File: config.mk
export PLATFORM = sky130hd
export DESIGN_NAME = pwm_capture_flat
export DESIGN_NICKNAME = d
export VERILOG_FILES = /design/src/rtl/pwm_capture_if.sv /design/src/rtl/pwm_capture.sv /design/src/flat_wrapper.sv
export SDC_FILE = /design/constraint.sdc
export NUM_CORES = 1
export LEC_CHECK = 0
export ABC_AREA = 1
export BUFFER_PORTS_ARGS = -buffer_cell sky130_fd_sc_hd__buf_2
export CAP_MARGIN = 20
export CORE_MARGIN = 2
export CORE_UTILIZATION = 35
export DETAILED_ROUTE_END_ITERATION = 12
export PLACE_DENSITY_LB_ADDON = 0.25
export SLEW_MARGIN = 40
export SYNTH_ARGS = -nofsm -noshare
export SYNTH_HDL_FRONTEND = slang
export SYNTH_SLANG_ARGS = --single-unit
File: constraint.sdc
create_clock -name i_Clk -period 6.2 [get_ports i_Clk]
set_input_delay 0.93 -clock i_Clk [delete_from_list [all_inputs] [get_ports i_Clk]]
set_output_delay 0.93 -clock i_Clk [all_outputs]
set_load 0.01 [all_outputs]
File: src/rtl/pwm_capture_if.sv
// Result bundle of the PWM input decoder: measured counts, derived duty,
// update strobe and stuck-input flag.
interface pwm_capture_if #(
  parameter int CNT_WIDTH = 16
);
  logic [CNT_WIDTH-1:0] o_Period_Count;
  logic [CNT_WIDTH-1:0] o_High_Count;
  logic [7:0]           o_Duty;
  logic                 o_Valid;
  logic                 o_Stuck;

  modport master (
    output o_Period_Count,
    output o_High_Count,
    output o_Duty,
    output o_Valid,
    output o_Stuck
  );

  modport slave (
    input o_Period_Count,
    input o_High_Count,
    input o_Duty,
    input o_Valid,
    input o_Stuck
  );
endinterface

File: src/rtl/pwm_capture.sv
// PWM input decoder: measures period and high time of an asynchronous PWM
// input in system clocks and derives an 8-bit duty by restoring division.
module pwm_capture #(
  parameter int          CNT_WIDTH = 16,
  parameter int unsigned TIMEOUT   = 65535
) (
  input  logic          i_Clk,
  input  logic          i_Rst,
  input  logic          i_PWM,
  pwm_capture_if.master res
);

  typedef enum logic [1:0] {
    ARMING,
    MEASURE,
    DIVIDE
  } state_e;

  localparam logic [CNT_WIDTH-1:0] TimeoutC = CNT_WIDTH'(TIMEOUT);
  localparam logic [CNT_WIDTH-1:0] OneC     = CNT_WIDTH'(1);

  logic sync1_q, sync2_q, hist_q;
  logic rise, fall;

  state_e               state_q, state_d;
  logic [CNT_WIDTH-1:0] count_q, count_d;
  logic [CNT_WIDTH-1:0] high_q, high_d;
  logic [CNT_WIDTH-1:0] per_op_q, per_op_d;
  logic [CNT_WIDTH-1:0] high_op_q, high_op_d;
  logic [CNT_WIDTH:0]   rem_q, rem_d;
  logic [7:0]           quo_q, quo_d;
  logic [3:0]           step_q, step_d;
  logic [CNT_WIDTH-1:0] per_out_q, per_out_d;
  logic [CNT_WIDTH-1:0] high_out_q, high_out_d;
  logic [7:0]           duty_q, duty_d;
  logic                 valid_q, valid_d;
  logic                 stuck_q, stuck_d;

  logic [CNT_WIDTH-1:0] count_inc;
  logic                 timeout;
  logic [CNT_WIDTH:0]   rem_sh;
  logic                 rem_ge;

  assign rise = sync2_q & ~hist_q;
  assign fall = ~sync2_q & hist_q;

  always_ff @(posedge i_Clk) begin
    if (i_Rst) begin
      sync1_q <= 1'b0;
      sync2_q <= 1'b0;
      hist_q  <= 1'b0;
    end else begin
      sync1_q <= i_PWM;
      sync2_q <= sync1_q;
      hist_q  <= sync2_q;
    end
  end

  always_ff @(posedge i_Clk) begin
    if (i_Rst) begin
      state_q    <= ARMING;
      count_q    <= '0;
      high_q     <= '0;
      per_op_q   <= '0;
      high_op_q  <= '0;
      rem_q      <= '0;
      quo_q      <= '0;
      step_q     <= '0;
      per_out_q  <= '0;
      high_out_q <= '0;
      duty_q     <= '0;
      valid_q    <= 1'b0;
      stuck_q    <= 1'b0;
    end else begin
      state_q    <= state_d;
      count_q    <= count_d;
      high_q     <= high_d;
      per_op_q   <= per_op_d;
      high_op_q  <= high_op_d;
      rem_q      <= rem_d;
      quo_q      <= quo_d;
      step_q     <= step_d;
      per_out_q  <= per_out_d;
      high_out_q <= high_out_d;
      duty_q     <= duty_d;
      valid_q    <= valid_d;
      stuck_q    <= stuck_d;
    end
  end

  always_comb begin
    state_d    = state_q;
    count_d    = count_q;
    high_d     = high_q;
    per_op_d   = per_op_q;
    high_op_d  = high_op_q;
    rem_d      = rem_q;
    quo_d      = quo_q;
    step_d     = step_q;
    per_out_d  = per_out_q;
    high_out_d = high_out_q;
    duty_d     = duty_q;
    valid_d    = 1'b0;
    stuck_d    = stuck_q;

    timeout   = (count_q == TimeoutC);
    count_inc = timeout ? count_q : count_q + OneC;
    rem_sh    = rem_q << 1;
    rem_ge    = (rem_sh >= {1'b0, per_op_q});

    case (state_q)
      ARMING: begin
        count_d = count_inc;
        if (rise) begin
          count_d = OneC;
          state_d = MEASURE;
        end else if (timeout && !stuck_q) begin
          // Stuck flag gates re-reporting so an idle input yields one pulse only.
          per_out_d  = '0;
          high_out_d = '0;
          duty_d     = sync2_q ? 8'hFF : 8'h00;
          valid_d    = 1'b1;
          stuck_d    = 1'b1;
          count_d    = '0;
        end
      end

      MEASURE: begin
        count_d = count_inc;
        if (timeout) begin
          state_d = ARMING;
          count_d = '0;
          if (!stuck_q) begin
            per_out_d  = '0;
            high_out_d = '0;
            duty_d     = sync2_q ? 8'hFF : 8'h00;
            valid_d    = 1'b1;
            stuck_d    = 1'b1;
          end
        end else begin
          if (fall) begin
            high_d = count_q;
          end
          if (rise) begin
            per_op_d  = count_q;
            high_op_d = high_q;
            rem_d     = {1'b0, high_q};
            quo_d     = '0;
            step_d    = '0;
            count_d   = OneC;
            state_d   = DIVIDE;
          end
        end
      end

      DIVIDE: begin
        // Edge tracking continues; a rise here only restarts the period count.
        count_d = count_inc;
        if (fall) begin
          high_d = count_q;
        end
        if (rise) begin
          count_d = OneC;
        end
        if (step_q != 4'd8) begin
          rem_d  = rem_ge ? (rem_sh - {1'b0, per_op_q}) : rem_sh;
          quo_d  = {quo_q[6:0], rem_ge};
          step_d = step_q + 4'd1;
        end else begin
          per_out_d  = per_op_q;
          high_out_d = high_op_q;
          duty_d     = quo_q;
          valid_d    = 1'b1;
          stuck_d    = 1'b0;
          state_d    = MEASURE;
        end
      end

      default: state_d = ARMING;
    endcase
  end

  assign res.o_Period_Count = per_out_q;
  assign res.o_High_Count   = high_out_q;
  assign res.o_Duty         = duty_q;
  assign res.o_Valid        = valid_q;
  assign res.o_Stuck        = stuck_q;

endmodule
File: src/flat_wrapper.sv
// flat-port wrapper written by rule: the top's interface ports become plain ports
module pwm_capture_flat 
#(
  parameter int          CNT_WIDTH = 16,
  parameter int unsigned TIMEOUT   = 65535
)
  (i_Clk, i_Rst, i_PWM, res_o_Period_Count, res_o_High_Count, res_o_Duty, res_o_Valid, res_o_Stuck);
  pwm_capture_if #(.CNT_WIDTH(CNT_WIDTH)) res_i ();
  input  logic i_Clk;
  input  logic i_Rst;
  input  logic i_PWM;
  output wire logic [$bits(res_i.o_Period_Count)-1:0] res_o_Period_Count;
  output wire logic [$bits(res_i.o_High_Count)-1:0] res_o_High_Count;
  output wire logic [$bits(res_i.o_Duty)-1:0] res_o_Duty;
  output wire logic [$bits(res_i.o_Valid)-1:0] res_o_Valid;
  output wire logic [$bits(res_i.o_Stuck)-1:0] res_o_Stuck;
  assign res_o_Period_Count = res_i.o_Period_Count;
  assign res_o_High_Count = res_i.o_High_Count;
  assign res_o_Duty = res_i.o_Duty;
  assign res_o_Valid = res_i.o_Valid;
  assign res_o_Stuck = res_i.o_Stuck;
  pwm_capture #(.CNT_WIDTH(CNT_WIDTH), .TIMEOUT(TIMEOUT)) u_core (.i_Clk(i_Clk), .i_Rst(i_Rst), .i_PWM(i_PWM), .res(res_i));
endmodule
==> run_results.csv <==
group,metric,value,unit
setup_path,cp-startpoint,"u_core.state_q[0]$_SDFFE_PP0P_",
finish,utilization,40.43,%
cts,ctsResizeCount,0,
sta,layout_setup_ws,3180,ps
synthesis,synthTopCellsByCount,"270 x nand2_1, 145 x inv_1, 139 x dfxtp_1",
synthesis,synth_ff_type,"dfxtp_1",
run_status,run_status,"complete, no violations",
cts,numClockSinks,139,
sta,finalCritPeriodShare,48.71,%
synthesis,synth.distinct_cells,37,
cts,hold_buffers,0,
global_route,grt_pass1_wl,33710,um
synthesis,yosysMostFrequentCell,"nand2_1",
routing,wire_per_inst,14.76,um
routing,vias,7036,
global_route,met2_usage,30.07,%
global_route,antenna_found_initial,0,
routing,final_antenna_net_count,0,
routing,first_pass_iters,5,
setup_path,cp.required,6530,ps
setup_path,regToRegEndpoint,"u_core.rem_q[0]$_SDFFE_PP0P_",
floorplan,die_w,148.8,um
cts,h-tree-depth,4,
synthesis,ys_ff_latch,139,
floorplan,die_area,0.02214,mm^2
synthesis,yosysSeqAreaShare,37.92,%
synthesis,synth_edf_count,0,
synthesis,synthTopCellsByArea,"dfxtp_1 38%, nand2_1 14%, a21oi_1 8.8%, inv_1 7.4%, nand3_1 6.1%",
sta,worst-slew-pin-transition,786.3,ps
synthesis,syn_area,0.007338,mm^2
synthesis,yosysWarnings,0,
sta,setup_viol,0,
sta,finalCriticalPeriod,3020,ps
place,io_buffers,44,
global_route,met3_usage,4.587,%
global_route,top_usage_layer,"met2",
sta,slew_violations,0,
synthesis,synthCells,1102,
cts,cts_made_buffers,17,
cts,path_clk_slew,60,ps
finish,nets,1144,
floorplan,ioPinCount,45,
hold_path,whs_endpoint,"u_core.sync2_q$_SDFF_PP0_",
global_route,grt_start_max_net_pins,73,
floorplan,fp-row-count,52,
setup_path,reg2reg_from,"u_core.state_q[0]$_SDFFE_PP0P_",
routing,viasPerCell,5.029,
sta,final_hold_viol_count,0,
finish,area_growth,12.57,%
synthesis,async_flop_share,0,%
floorplan,start_util,35.92,%
floorplan,fp.dieH,148.8,um
setup_path,ff2ff_setup_slack,3180,ps
sta,hold_slack,404.4,ps
hold_path,hold_class,"flip-flop to flip-flop",
setup_path,worstPathMaxFanout,60,
synthesis,synth_top_area_share,37.92,%
finish,num_antenna_cells,0,
setup_path,arrival,3350,ps
global_route,grt_pass1_vias,6583,
global_route,use_met1,26.29,%
routing,drt_wl_total,20650,um
sta,rsz0062_at_grt,"no",
sta,fin_setup_tns,0,ps
power,p_leak,3.676,nW
cts,worstSkewPairLatency,430,ps
sta,finClkSkew,10.74,ps
setup_path,ff2ff_path_depth,13,
hold_path,hold_depth,2,
sta,max_freq,331.1,MHz
sta,slew_headroom,47.58,%
power,cellPowerDensity,388.5,mW/mm^2
place,place_ws,3168,ps
global_route,globalRouteOverflowTotal,0,
cts,clock_path_buffers,2,
power,vdd_drop_max,0.2009,mV
finish,fillers,2221,
place,gp_congestion,0.9008,
setup_path,crit_path_end_kind,"flip-flop",
synthesis,yosys.area.top_type,"dfxtp_1",
setup_path,crit_path_start_kind,"flip-flop",
flow_run,cap_violations,0,
cts,cts-root-buf,"clkbuf_16",
synthesis,avgSynthCellArea,6.659,um^2
hold_path,hp-start,"u_core.sync1_q$_SDFF_PP0_",
place,placed_area,0.007695,mm^2
place,hpwl,14620,um
finish,drive_above_1_share,8.769,%
finish,finish.instance_area,0.008260,mm^2
floorplan,core_region_area,0.02043,mm^2
global_route,grt.total_usage,19.27,%
synthesis,syn_nets,1130,
routing,first_iter_violations,587,
routing,drcViolationCount,0,
cts,cts_tree,"built",
setup_path,worstSetupPathType,"flip-flop to flip-flop",
cts,postCtsSetupRepairBufs,0,
==> layout make-up <==
cell class / count / area (um^2) / area share (%)
Multi-Input combinational cell: 758 / 3747 / 45.37
Sequential cell: 139 / 2783 / 33.69
Inverter: 149 / 559.3 / 6.771
Clock buffer: 20 / 436.7 / 5.286
Tap cell: 270 / 337.8 / 4.090
Timing Repair Buffer: 51 / 272.8 / 3.302
Clock inverter: 12 / 123.9 / 1.500
==> critical path, stage by stage (launching register included) <==
cell	delay, ps
dfxtp_1	340
inv_1	110
ha_2	170
buf_4	510
nand4_1	340
nand2_1	150
inv_1	70
nand3_1	80
buf_4	350
inv_1	350
nand3_1	200
nand3_1	80
nand2_1	70
inv_1	50
==> stage by stage <==
| step | total power [mW] | instances |
|---|---|---|
| after floorplan | 1.961 | 1102 |
| after global placement | 2.214 | 1367 |
| after detailed placement | 2.234 | 1367 |
| after CTS | 3.221 | 1399 |
| after global routing | 3.434 | 1399 |
| final | 3.209 | 1399 |
==> how the worst max path moves through the flow <==
| stage | endpoint | cells after the start |
|---|---|---|
| floorplan | u_core.rem_q[10]$_SDFFE_PP0P_ | 13 |
| global placement | u_core.res.o_Duty[4]$_SDFFE_PP0P_ | 9 |
| detailed placement | u_core.per_op_q[6]$_SDFFE_PP0P_ | 11 |
| CTS | u_core.per_op_q[6]$_SDFFE_PP0P_ | 11 |
| global route | u_core.res.o_Duty[2]$_SDFFE_PP0P_ | 10 |
| finish | u_core.rem_q[0]$_SDFFE_PP0P_ | 13 |
==> kinds of logic after synthesis <==
family	Yosys count	share of synthesized area, %
xor+xnor	12	1.432
simple gates	508	29.99
compound gates	213	15.11
flops	139	37.92
fa+ha+maj	25	4.365
buf+inv	205	11.18
==> cells in the final DEF, fill, tap and decap left out, drive strengths merged <==
cell / n
a211oi: 1
a21boi: 1
a21o: 1
a21oi: 129
a22oi: 3
buf: 51
bufinv: 2
clkbuf: 20
clkinv: 6
clkinvlp: 4
dfxtp: 139
fa: 1
ha: 24
inv: 149
nand2: 274
nand3: 91
nand3b: 6
nand4: 35
nor2: 91
nor3: 8
nor3b: 1
o211ai: 2
o21ai: 73
o21bai: 3
or2: 2
xnor2: 4
xor2: 8
==> routing by layer <==
layer | part of all wire (%) | up-vias
met5 | 0 | -
met4 | 1.9 | 0
met3 | 5.7 | 27
met2 | 44 | 173
met1 | 48 | 3247
li1 | - | 3589
==> power by group <==
group | internal, mW | switching, mW
sequential | 0.972 | 0.0563
clock | 0.588 | 0.396
combinational | 0.329 | 0.867
total | 1.89 | 1.32
==> state kept, by name (all words and copies together), names as in the netlist <==
register	count
u_core.rem_q	16
u_core.count_q	16
u_core.sync2_q	1
u_core.res.o_Duty	8
u_core.res.o_Period_Count	16
u_core.step_q	4
u_core.state_q	2
u_core.res.o_High_Count	16
u_core.quo_q	8
u_core.per_op_q	16
u_core.high_q	16
u_core.hist_q	1
u_core.res.o_Valid	1
u_core.res.o_Stuck	1
u_core.sync1_q	1
u_core.high_op_q	16
Note: power is estimated with default switching activity, not from simulation.
